<file path="src/rtl/skinny_sbox8_seq_ctrl.sv">
// Sequencer driving one external masked SKINNY sbox8 over the 16 bytes
// of a two-share 128-bit state, one fresh refresh mask per byte.
module skinny_sbox8_seq_ctrl #(
  parameter int LAT = 4
) (
  input  logic         clk,
  input  logic         rst,
  input  logic         start,
  input  logic [127:0] st0_i,
  input  logic [127:0] st1_i,
  output logic         busy,
  output logic         done,
  output logic [127:0] st0_o,
  output logic [127:0] st1_o,
  input  logic [7:0]   rnd_i,
  input  logic         rnd_valid_i,
  output logic         rnd_ready_o,
  output logic [7:0]   sb_si0,
  output logic [7:0]   sb_si1,
  output logic [7:0]   sb_r,
  input  logic [7:0]   sb_bo0,
  input  logic [7:0]   sb_bo1
);

  typedef enum logic [2:0] {
    IDLE,
    FETCH,
    HOLD,
    CAPT,
    DONE
  } state_t;

  localparam logic [2:0] CNT_LAST = 3'(LAT - 1);

  state_t       state_q;
  logic [127:0] st0_q;
  logic [127:0] st1_q;
  logic [3:0]   idx_q;
  logic [2:0]   cnt_q;
  logic [7:0]   r_q;
  logic         busy_q;
  logic         done_q;
  logic         act;

  always_ff @(posedge clk) begin
    if (rst) begin
      state_q <= IDLE;
      st0_q   <= '0;
      st1_q   <= '0;
      idx_q   <= '0;
      cnt_q   <= '0;
      r_q     <= '0;
      busy_q  <= 1'b0;
      done_q  <= 1'b0;
    end else begin
      done_q <= 1'b0;
      unique case (state_q)
        IDLE: begin
          if (start) begin
            st0_q   <= st0_i;
            st1_q   <= st1_i;
            idx_q   <= '0;
            busy_q  <= 1'b1;
            state_q <= FETCH;
          end
        end
        FETCH: begin
          if (rnd_valid_i) begin
            r_q     <= rnd_i;
            cnt_q   <= '0;
            state_q <= HOLD;
          end
        end
        HOLD: begin
          cnt_q <= cnt_q + 3'd1;
          if (cnt_q == CNT_LAST)
            state_q <= CAPT;
        end
        CAPT: begin
          // share 0 and share 1 are written independently, never merged
          st0_q[{idx_q, 3'b000} +: 8] <= sb_bo0;
          st1_q[{idx_q, 3'b000} +: 8] <= sb_bo1;
          if (idx_q == 4'd15) begin
            busy_q  <= 1'b0;
            done_q  <= 1'b1;
            state_q <= DONE;
          end else begin
            idx_q   <= idx_q + 4'd1;
            state_q <= FETCH;
          end
        end
        DONE: begin
          state_q <= IDLE;
        end
        default: begin
          state_q <= IDLE;
        end
      endcase
    end
  end

  assign act = (state_q == FETCH) ||
               (state_q == HOLD) ||
               (state_q == CAPT);

  always_comb begin
    sb_si0 = '0;
    sb_si1 = '0;
    sb_r   = '0;
    if (act) begin
      sb_si0 = st0_q[{idx_q, 3'b000} +: 8];
      sb_si1 = st1_q[{idx_q, 3'b000} +: 8];
      sb_r   = r_q;
    end
  end

  assign rnd_ready_o = (state_q == FETCH);
  assign busy        = busy_q;
  assign done        = done_q;
  assign st0_o       = st0_q;
  assign st1_o       = st1_q;

endmodule

</file>
<file path="config.mk">
export PLATFORM = sky130hd
export DESIGN_NAME = skinny_sbox8_seq_ctrl
export DESIGN_NICKNAME = d
export VERILOG_FILES = /design/src/rtl/skinny_sbox8_seq_ctrl.sv
export SDC_FILE = /design/constraint.sdc
export NUM_CORES = 1
export LEC_CHECK = 0
export BUFFER_PORTS_ARGS = -buffer_cell sky130_fd_sc_hd__buf_4
export CAP_MARGIN = 15
export CORE_MARGIN = 8
export CORE_UTILIZATION = 27
export CTS_BUF_LIST = sky130_fd_sc_hd__clkbuf_4 sky130_fd_sc_hd__clkbuf_8
export DETAILED_ROUTE_END_ITERATION = 7
export HOLD_SLACK_MARGIN = 0.03
export SKIP_LAST_GASP = 1
export SYNTH_ARGS = -nofsm -noshare
export SYNTH_HDL_FRONTEND = slang
export SYNTH_SLANG_ARGS = --single-unit
</file>
<file path="constraint.sdc">
create_clock -name clk -period 4.5 [get_ports clk]
set_input_delay 0.675 -clock clk [delete_from_list [all_inputs] [get_ports clk]]
set_output_delay 0.675 -clock clk [all_outputs]
set_load 0.02 [all_outputs]
</file>
==> results of run 1 <==
[worst paths after layout]
| kind | from | end | cells past startpoint |
|---|---|---|---|
| max | idx_q[0]$_SDFFE_PP0P_ | sb_si1[2] | 5 |
| max reg2reg | idx_q[1]$_SDFFE_PP0P_ | st0_o[92]$_SDFFE_PP0P_ | 6 |
| min | st1_i[53] | st1_o[53]$_SDFFE_PP0P_ | 3 |
| min reg2reg | st0_o[93]$_SDFFE_PP0P_ | st0_o[93]$_SDFFE_PP0P_ | 2 |
[final cells by class]
type	count	area, sq um
diodes	5	12.5
well taps	696	871
fillers	5457	33300
inverters	37	139
repair buffers	595	4500
flip-flops and latches	276	5530
multi-input cells	1109	7940
clock inverters	6	30.0
clock buffers	83	1020
[registers in the layout, summed over array words and instances (netlist names)]
signal / flops
st0_o: 128
st1_o: 128
r_q: 8
idx_q: 4
cnt_q: 3
state_q: 3
busy: 1
done: 1
[power groups by stage]
stage / combinational [uW] / sequential, uW / clock, uW
after floorplan: 712 / 3150 / 0
after global placement: 1820 / 3000 / 0
after detailed placement: 1840 / 3000 / 0
after CTS: 1840 / 2950 / 2620
after global routing: 1960 / 2980 / 2710
final: 1840 / 2960 / 2560
[cells by family (layout without fill, tap and decap cells)]
family          after synthesis  in the layout
simple gates                594            594
mux                         105            105
other cells                   0              5
buf+inv                     233            721
flops                       276            276
xor+xnor                      2              2
fa+ha+maj                     6              6
compound gates              402            402
[metrics by stage]
step                      worst slack (ns)  cell area, sq um  std cells
final                                0.640             20000       2807
after CTS                            0.570             20000       2801
after global routing                 0.477             20000       2805
after global placement                1.08             19000       2712
after detailed placement             0.953             19000       2712
after floorplan                       1.90             14500       1618
[worst register-to-register path, delay by kind of cell (launching register included)]
family / cells / cell delay [ns]
AOI/OAI and AO/OA: 2 / 0.66
adders and majority gates: 1 / 0.50
and+or+nand+nor: 2 / 1.06
buffers and inverters: 1 / 0.50
DFF: 1 / 0.64
[cells in the final DEF (no fill, tap or decap), drive strengths merged, types with 6 or more instances in the layout]
cell type,Yosys,layout
a21oi,21,21
o22ai,18,18
nor3,42,42
a32oi,48,48
buf,82,595
nand2,94,94
and2,20,20
ha,6,6
a211oi,40,40
a222oi,29,29
o221a,48,48
dfxtp,276,276
nor3b,6,6
nor2,359,359
mux2i,41,41
a311oi,31,31
nor4,36,36
o21ai,38,38
a22oi,9,9
a221oi,100,100
clkbuf,114,83
a31oi,12,12
nand3,12,12
clkinv,0,6
inv,37,37
mux4,64,64
[per-layer routing]
layer / up-vias / global-route usage (%) / wire (um)
met3: 183 / 6.14 / 7720
li1: 7047 / - / -
met2: 1080 / 40.3 / 37400
met5: - / 0 / 13
met1: 7931 / 31.8 / 32100
met4: 2 / 9.32 / 3180
==> reports/metrics.cfg, run 1 <==
[drt]
ant_nets=0
vias_per_cell=5.79
dr_total_vias=16200
dr.first_iter.drc_count=1787
dr.pass1.iters=8
wirelength_mm=80.5
wire_per_inst_um=28.7
post-route-drc-count=2

[timing]
finalMaxSlewViolations=0
fin_worst_skew_ns=0.0364
setup_violations=0
rsz0062_at_grt=no
hold_slack_ns=0.294
finalSetupTns_ns=0
timing.fmax_mhz=259
min_period_over_period_pct=85.8
final-hold-violation-count=0
tightest_slew_ns=1.14
slew_headroom_pct=23.7
period_minus_slack_ns=3.86

[global_route]
grt_overflow_total=0
grt_max_degree=134
grt_pass1_wl_mm=114
grt_pass1_vias=15900
grt_antenna_before_repair=6
grtUsageTotal_pct=24.9

[hold_path]
hp-class=in -> reg

[yosys]
synth_area_sq_mm=0.0145
yosys_warnings=0
synth_compound_area_share_pct=23.2
synth.avg_cell_area_sq_um=8.95
syn_nets=1908
synth-adder-area-share_pct=0.518
yosysUniqueCellTypes=60
async_reset_ff_share_pct=0
synthTopCellsByArea=dfxtp_1 38%, mux4_2 10%, nor2_1 9.3%, a221oi_1 5.9%, o221a_2 3.7%
synth_top_family_by_area=compound AO/OA/AOI/OAI gates
ys_ff_latch=276
yosysTopAreaCellShare_pct=38.2
synthSimpleGateAreaFrac_pct=18.1
yosysSeqAreaShare_pct=38.2
synth_edf_count=0
synthCells=1618
yosys.area.top_type=dfxtp_1
synth_xor_area_share_pct=0.121
ys_top_cells_by_count=358 x nor2_1, 276 x dfxtp_1, 113 x clkbuf_1
synthFlopType=dfxtp_1
synthMuxAreaShare_pct=12.8
yosysMostFrequentCell=nor2_1

[power]
powerDensity_mw_per_mm2=367
switching_share_pct=33.6
power_leakage_uw=0.00823
p_switching_uw=2480
internal_power_uw=4880
combPwrFrac_pct=25.0
pwr-share-seq_pct=40.2
peakVddDrop_mv=0.174
power_uw=7360
p_clk_share_pct=34.8

[clocking]
holdBufCountCts=0
root_buffer=clkbuf_8
cts_setup_buffers=0
clk_pin_slew_worst_paths_ns=0.06
clock_latency_ns=0.63
cts_max_level=2
cts-resized-gates=0
clock_sinks=276
clockBufferDepth=3
cts_tree=built
cts_made_buffers=51

[outcome]
status=finished with violations
violations=design-rule violations

[floorplan]
die_area_sq_mm=0.0613
initial_core_util_pct=27.1
rows=85
io_pins=567
die_y_um=248
coreArea_sq_mm=0.0534
die_w_um=248

[critical_path]
cp_slowest_cell=buf_4
path_buf_inv=2
arrival_ns=3.19
crit_path_end_kind=primary output
crit_top_cell=buf_4
rrSetupSlack_ns=0.99
cp-start-kind=register
cp.required_ns=3.83
worstSetupPathType=reg -> out
critPathMaxFanout=31
crit_path_cell_trace=buf_4, mux4_2, mux2i_1, o22ai_1, buf_4
max_stage_delay_ns=0.62
cp_top_family=multiplexers

[layout]
final_util_pct=37.5
drive_gt1_share_pct=39.4
syn_to_final_growth_pct=38.4
nets=2360

[job]
drv.max_cap_violation_count=0

[place]
dp_hpwl_mm=58.8
io_buffers=566
finalWeightedCongestion=0.915

(Power assumes the default switching activity.)
==> run 2, diff against run 1 <==
Clock period 4.5 ns to 3.57 ns, I/O delays scaled along.
==> reports/metrics.cfg, run 2 (synthesized netlist as in run 1, its figures left out) <==
[layout]
layout.cells.non_filler=2839  ; +1.1%
regArea_sq_mm=0.00553  ; unchanged
nets=2393  ; +1.4%
fill_cells=5397  ; -1.1%
drive_gt1_share_pct=40.4  ; +0.96 points
final_common_cell=buf_4
final_cell_mix=620 x buf_4, 358 x nor2_1, 273 x dfxtp_1
multi_input_area_sq_mm=0.00794  ; unchanged
syn_to_final_growth_pct=40.7

[hold_path]
holdPathStages=3  ; unchanged
hp-class=in -> reg
hold_end=r_q[1]$_SDFFE_PP0P_
hold_path.startpoint=rnd_i[1]

[critical_path]
timing.rr.end=st1_o[29]$_SDFFE_PP0P_
critPathMaxFanout=53  ; +71%
rrSetupSlack_ns=0.59  ; -0.40 ns
worst_r2r_startpoint=idx_q[1]$_SDFFE_PP0P_
cp-start-kind=register
worstSetupPathType=reg -> out
arrival_ns=2.95  ; -0.24 ns
cp.required_ns=3.03  ; -0.80 ns
ff2ff_path_depth=8  ; +2
crit_path_end_kind=primary output

[timing]
min_period_over_period_pct=97.6
final-hold-violation-count=0  ; unchanged
timing.fmax_mhz=287
period_minus_slack_ns=3.48
rsz0062_at_grt=no
setup_violations=0  ; unchanged
tightest_slew_ns=1.06  ; -0.0805 ns
finalMaxSlewViolations=0  ; unchanged
fin_worst_skew_ns=0.0283  ; -0.00805 ns
slew_headroom_pct=29.1  ; +5.4 points
finalSetupTns_ns=0  ; unchanged

[floorplan]
io_pins=567  ; unchanged
die_y_um=248  ; unchanged
die_area_sq_mm=0.0613  ; unchanged
die_w_um=248  ; unchanged
initial_core_util_pct=27.1  ; unchanged
rows=85  ; unchanged
coreArea_sq_mm=0.0534  ; unchanged

[clocking]
clock_latency_ns=0.63  ; about the same
cts_max_level=2  ; unchanged
holdBufCountCts=0  ; unchanged
clock_sinks=276  ; unchanged
clockBufferDepth=3  ; unchanged
cts_setup_buffers=0  ; unchanged
cts_made_buffers=53  ; +3.9%
cts-resized-gates=0  ; unchanged
cts_tree=built
root_buffer=clkbuf_8
clk_pin_slew_worst_paths_ns=0.06  ; about the same

[global_route]
grt_overflow_total=0  ; unchanged
grt_pass1_vias=16200  ; +1.9%
grt_pass1_wl_mm=113  ; -0.59%
grt_max_degree=147  ; +9.7%
grt_antenna_before_repair=4  ; -2
grtUsageTotal_pct=24.7  ; -0.16 points

[drt]
vias_per_cell=5.76  ; -0.49%
wire_per_inst_um=28.4  ; -1.0%
post-route-drc-count=5  ; +3
dr_total_vias=16300  ; +0.64%
dr.first_iter.drc_count=1774  ; -0.73%
dr.pass1.iters=8  ; unchanged
wirelength_mm=80.6  ; +0.13%
ant_nets=0  ; unchanged

[power]
power_leakage_uw=0.00841  ; +2.1%
powerDensity_mw_per_mm2=463  ; +26%
peakVddDrop_mv=0.251  ; +44%

[place]
dp_hpwl_mm=58.8  ; about the same
finalWeightedCongestion=0.925  ; +1.1%
io_buffers=566  ; unchanged
dp_cells=2744  ; +1.2%

[outcome]
status=finished with violations
violations=design-rule violations

[job]
drv.max_cap_violation_count=0  ; unchanged

## run 2: power breakdown
group	internal (uW)	switching, uW
sequential	3380	321
clock	1900	1450
combinational	1020	1360
total	6290	3130
## run 2: metrics by stage
step	power [uW]	setup slack, ns	hold WS (ns)	util, %	cell area, sq um
3_3_place_gp	6090	0.744	0.463	36.1	19300
3_5_place_dp	6130	0.646	0.468	36.1	19300
4_1_cts	9470	0.0483	0.0916	38.1	20400
6_report	9420	0.0874	0.143	38.1	20400
2_1_floorplan	4870	1.11	0.452	-	14500
5_1_grt	9790	0.0209	0.104	38.1	20400
## run 2: worst max-delay path by stage
| stage | start | to | slack [ns] | cells after the start |
|---|---|---|---|---|
| after floorplan | idx_q[0]$_SDFFE_PP0P_ | sb_si0[4] | 1.11 | 6 |
| final | idx_q[1]$_SDFFE_PP0P_ | sb_si0[0] | 0.09 | 5 |
| after global placement | idx_q[1]$_SDFFE_PP0P_ | st1_o[29]$_SDFFE_PP0P_ | 0.74 | 8 |
| after detailed placement | idx_q[1]$_SDFFE_PP0P_ | st1_o[30]$_SDFFE_PP0P_ | 0.65 | 8 |
| after global routing | idx_q[0]$_SDFFE_PP0P_ | sb_si0[7] | 0.02 | 6 |
| after CTS | idx_q[0]$_SDFFE_PP0P_ | sb_si0[7] | 0.05 | 6 |
## run 2: worst max-delay path, stage by stage (launching register included)
cell	delay (ns)
dfxtp_4	0.57
buf_12	0.39
mux4_2	0.40
mux2i_1	0.47
o22ai_1	0.22
buf_4	0.22
## run 2: metal layers
| metal | part of all wire (%) | vias to the layer above | wire length [um] | GRT usage [%] |
|---|---|---|---|---|
| met5 | 0.016 | - | 13 | 0 |
| li1 | - | 7116 | - | - |
| met4 | 3.5 | 2 | 2800 | 9.25 |
| met1 | 40 | 8017 | 31900 | 30.9 |
| met3 | 9.2 | 166 | 7410 | 5.90 |
| met2 | 48 | 1046 | 38400 | 41.0 |
## run 2: final cells by class
cell class                      instances  share of cell area, %
Clock buffer                           85                   5.10
Antenna cell                            3                 0.0369
Inverter                               37                  0.682
Multi-Input combinational cell       1109                   39.0
Tap cell                              696                   4.28
Clock inverter                          7                  0.319
Timing Repair Buffer                  626                   23.4
Sequential cell                       276                   27.2
